File: src/rtl/regfile_mp.sv
// regfile_mp: multi-port integer register file with hardwired-zero x0,
// optional same-cycle write-to-read bypass and a per-register busy
// scoreboard (issue claims a destination, writeback clears it).
module regfile_mp #(
   parameter int XLEN   = 32,
   parameter int NREG   = 32,
   parameter int NRD    = 2,
   parameter int NWR    = 1,
   parameter int BYPASS = 1,
   localparam int AW    = $clog2(NREG)
) (
   input  logic                 clk,
   input  logic                 rst,
   input  logic [NWR-1:0]       wend,
   input  logic [NWR*AW-1:0]    write_adr,
   input  logic [NWR*XLEN-1:0]  write_data,
   input  logic [NRD*AW-1:0]    read_adr,
   output logic [NRD*XLEN-1:0]  read_data,
   output logic [NRD-1:0]       read_busy,
   input  logic                 claim_en,
   input  logic [AW-1:0]        claim_adr,
   output logic [NREG-1:0]      busy_vec
);

   // x0 has no storage; entries 1..NREG-1 only
   logic [XLEN-1:0] mem_q [1:NREG-1];
   logic [XLEN-1:0] mem_d [1:NREG-1];
   logic [NREG-1:1] busy_q;
   logic [NREG-1:1] busy_d;

   // Next state per register: later write ports override earlier ones,
   // a write clears busy, and a same-cycle claim re-sets it (new producer wins)
   always_comb begin
      for (int r = 1; r < NREG; r++) begin
         mem_d[r]  = mem_q[r];
         busy_d[r] = busy_q[r];
         for (int k = 0; k < NWR; k++) begin
            if (wend[k] && (write_adr[k*AW +: AW] == AW'(r))) begin
               mem_d[r]  = write_data[k*XLEN +: XLEN];
               busy_d[r] = 1'b0;
            end
         end
         if (claim_en && (claim_adr == AW'(r)))
            busy_d[r] = 1'b1;
      end
   end

   // Storage and scoreboard; reset clears everything asynchronously
   always_ff @(posedge clk or posedge rst) begin
      if (rst) begin
         for (int r = 1; r < NREG; r++)
            mem_q[r] <= '0;
         busy_q <= '0;
      end else begin
         mem_q  <= mem_d;
         busy_q <= busy_d;
      end
   end

   assign busy_vec = {busy_q, 1'b0};

   // Read ports: x0 and reset force zero; a bypassed write both supplies
   // the data and hides the busy flag since the value is arriving now
   always_comb begin
      read_data = '0;
      read_busy = '0;
      for (int i = 0; i < NRD; i++) begin
         if (!rst && (read_adr[i*AW +: AW] != '0)) begin
            read_data[i*XLEN +: XLEN] = mem_q[read_adr[i*AW +: AW]];
            read_busy[i]              = busy_q[read_adr[i*AW +: AW]];
            if (BYPASS != 0) begin
               for (int k = 0; k < NWR; k++) begin
                  if (wend[k] && (write_adr[k*AW +: AW] == read_adr[i*AW +: AW])) begin
                     read_data[i*XLEN +: XLEN] = write_data[k*XLEN +: XLEN];
                     read_busy[i]              = 1'b0;
                  end
               end
            end
         end
      end
   end

endmodule
File: config.mk
export PLATFORM = sky130hd
export DESIGN_NAME = regfile_mp
export DESIGN_NICKNAME = d
export VERILOG_FILES = /design/src/rtl/regfile_mp.sv
export SDC_FILE = /design/constraint.sdc
export NUM_CORES = 2
export LEC_CHECK = 0
export CAP_MARGIN = 15
export CORE_ASPECT_RATIO = 1.25
export CORE_MARGIN = 2
export CORE_UTILIZATION = 60
export CTS_CLUSTER_DIAMETER = 120
export DETAILED_ROUTE_END_ITERATION = 12
export GPL_TIMING_DRIVEN = 0
export PLACE_DENSITY_LB_ADDON = 0.25
export SLEW_MARGIN = 20
export SYNTH_ARGS = -nofsm -noshare
export SYNTH_HDL_FRONTEND = slang
export SYNTH_SLANG_ARGS = --single-unit
File: constraint.sdc
create_clock -name clk -period 48.3 [get_ports clk]
set_clock_uncertainty 0.2 [all_clocks]
set_input_delay 7.245 -clock clk [delete_from_list [all_inputs] [get_ports clk]]
set_output_delay 7.245 -clock clk [all_outputs]
set_load 0.02 [all_outputs]
==> impl_results.md <==
- Initial antenna violation count: 28
- Post-CTS setup repair buffer count: 0
- CP Launch Point: read_adr[7]
- DRC viols: 0
- Power density over cell area: 42.3 nW/um^2
- Hold_buf cts: 0
- CTS Buffer Depth: 3
- Endpoints failing hold: 0
- Hold Startpoint: mem_q[100]$_DFFE_PP0P_
- Setup-failing EPs final: 0
- Status: finished, final reports clean
- GRT busiest layer: met2
- Async S/R FF share, synth: 1.00
- Max incr delay on CP: about 0.74 ns
- Post-route cell area: around 63000 um^2
- GP Congestion: 1.08
- Layout Area Growth over Synthesis: 13.1%
- Num CTS Buffers: 107
- Crit Path Class: primary input to output pin
- GR Layer Usage met3: 0.277
- Min-delay worst type: register to register
- Wire length per cell: 47.6 um
- Global Route Usage Sum: 0.560
- Worst-skew pair later-pin latency: 0.74 ns
- Die Wd: 277 um
- Post-DP HPWL: 177000 um
- Post-synth EDFFs: 0
- Post-Route WL: 266000 um
- Slowest CP cell: clkdlybuf4s50_1
- # IOs: 154
- Met2 Use GR: 0.771
- H-tree depth: 3
- TritonCTS clock tree: yes
- Setup crit start kind: primary input
- Slew margin rel.: 0.0592
- Hold slack: 0.317 ns
- GR Util met1: 0.647
- Slew at the pin closest to its max-slew limit: ~1.4 ns
- Register area share after synthesis: 0.459
- VDD IR max: roughly 41 uV
- Layout cell share with drive strength beyond 1: 0.438
- Initial Utilization: 0.608
- # clock sinks: 1023
- Period minus WS final: 19.57 ns
- Most frequent cells in the layout: 1097 x mux2_2, 1023 x dfrtp_1, 353 x mux4_2
- Root buffer cell: clkbuf_16
- CTS clk-pin slew, worst paths: 0.06 ns
- Worst Setup End Kind: output pin
- FP Rows: 124
- RSZ-0062 raised after global routing: false
- Syn nets: just over 4000
- Reg-to-Reg Start: mem_q[127]$_DFFE_PP0P_
- Req. time, crit path: 40.85 ns
- CP Max Fanout: 10
- CTS resizes: 0
- Post-route ant nets: 0
- Post-Synthesis Cells: 4030
- Critical Path, Cell by Cell: clkdlybuf4s50_1 -> buf_4 -> buf_2 -> buf_2 -> clkbuf_2 -> nand2_1 -> nand3_1 -> o311ai_0 -> a41oi_1 -> clkdlybuf4s50_1
- Global route overflow: 0
- Die Y: 345 um
- Placed inst area: 59300 um^2
- 1st-iter DRT viols: 7503
- Number of max-cap violations: 0
- Synthesis-stage register bit count: 1023
- Core Area: 91700 um^2
- DR pass1 iterations: 7
- Yosys warns: 0
- Commonest non-fill, non-tap cell in the layout: mux2_2
- Max frequency: 51.1 MHz
- PortBufs: 140
- Lkg Pwr: 27.3 nW
- Largest net degree at the start of global routing: 109
- Vias in the first global route: roughly 44000
- CP arrival: 12.12 ns
- Final #Nets: between 4000 and 5000
- Post-synth top flop: dfrtp_1
- Synth Area per Inst: 13.8 um^2
- Final Cycle Share: 0.405
- Routed vias/inst: 8.02
- Netlist cell types: 59
- Die Footprint: 95300 um^2
- Vias: 44900
- Synthesized area: 55700 um^2
- First-pass GRT wire length: 358000 um
- Fillers: about 6600
- Slew Limit Fails: 0
-- registers in the layout (all words and copies together) (netlist names) --
register and count:
mem_q 992, busy_q 31
-- stage by stage --
step,utilization,worst slack [ns],TNS (ns),cells,power [mW]
floorplan,-,8.29,0,4030,1.55
global placement,0.639,-4.87,-502.09,5367,1.74
detailed placement,0.647,29.08,0,5391,1.76
CTS,0.687,29.06,0,5585,2.62
global route,0.687,28.83,0,5586,2.72
finish,0.687,28.73,0,5596,2.66
-- worst paths after layout --
path | end | slack, ns | cells after the start
min | mem_q[100]$_DFFE_PP0P_ | 0.32 | 2
max in group asynchronous | mem_q[46]$_DFFE_PP0P_ | 38.90 | 5
min in group asynchronous | mem_q[669]$_DFFE_PP0P_ | 7.07 | 2
max reg2reg | mem_q[127]$_DFFE_PP0P_ | 47.25 | 1
min reg2reg | mem_q[100]$_DFFE_PP0P_ | 0.32 | 2
max | read_data[60] | 28.73 | 10
-- critical path, delay by kind of cell --
kind	cells	cell delay (ns)
buffers and inverters	6	3.66
AOI/OAI and AO/OA	2	0.94
and+or+nand+nor	2	0.22
-- synthesized netlist by cell type (5+ instances only) --
cell type | number | area (um^2)
a22oi_1 | 117 | 878
a22o_1 | 32 | 280
dfrtp_1 | 1023 | 25600
buf_2 | 138 | 691
nand3_1 | 66 | 330
nand2_1 | 149 | 559
o211a_1 | 6 | 60.1
nor3_1 | 21 | 105
xor2_1 | 8 | 70.1
nand4b_1 | 6 | 52.6
a221oi_1 | 19 | 166
inv_1 | 6 | 22.5
o2111ai_1 | 35 | 307
a31oi_1 | 8 | 50.1
o221ai_1 | 15 | 131
mux4_2 | 353 | 7950
a21oi_1 | 33 | 165
and2_1 | 5 | 31.3
a211oi_1 | 35 | 263
or2_2 | 5 | 31.3
nand2b_1 | 11 | 68.8
clkbuf_1 | 239 | 897
o21ai_0 | 79 | 395
buf_6 | 21 | 236
buf_4 | 19 | 143
mux2i_1 | 180 | 1800
o22ai_1 | 46 | 288
nor2b_1 | 49 | 307
a221o_1 | 31 | 310
o311ai_0 | 26 | 228
mux2_2 | 1097 | 12400
a32o_1 | 19 | 190
o21a_1 | 17 | 128
nor2_1 | 57 | 214
buf_1 | 15 | 56.3
-- kinds of logic (layout without fill, tap and decap cells) --
family,Yosys count,count (layout),synth area share
XOR/XNOR,10,10,0.00157
other,1,12,0.0000673
buffers and inverters,438,796,0.0367
AO/OA/AOI/OAI,543,543,0.0729
flip-flops,1023,1023,0.459
AND/OR/NAND/NOR,385,385,0.0326
multiplexers,1630,1630,0.397
-- power by group --
group	total, mW	switching (mW)	internal, mW
combinational	0.620	0.297	0.323
sequential	1.17	0.139	1.03
clock	0.879	0.379	0.500
total	2.66	0.815	1.85
-- layer usage --
metal	routed length (um)	vias up	share of wire
met5	218	-	0.00082
met4	30600	28	0.12
met3	42500	1527	0.16
met2	107000	4321	0.40
met1	86300	22900	0.32
li1	-	16100	-
-- area by class of cell --
cell class | count | area (um^2) | share of cell area
multi-input combinational | 2569 | 28100 | 0.446
sequential | 1023 | 25600 | 0.406
clock buffer | 164 | 3200 | 0.0508
buffer | 432 | 2120 | 0.0336
timing repair buffer | 164 | 1970 | 0.0313
tap | 1197 | 1500 | 0.0238
clock inverter | 30 | 447 | 0.00709
inverter | 6 | 30.0 | 0.000477
antenna | 11 | 27.5 | 0.000437
Note: power is estimated with default switching activity, not from simulation.
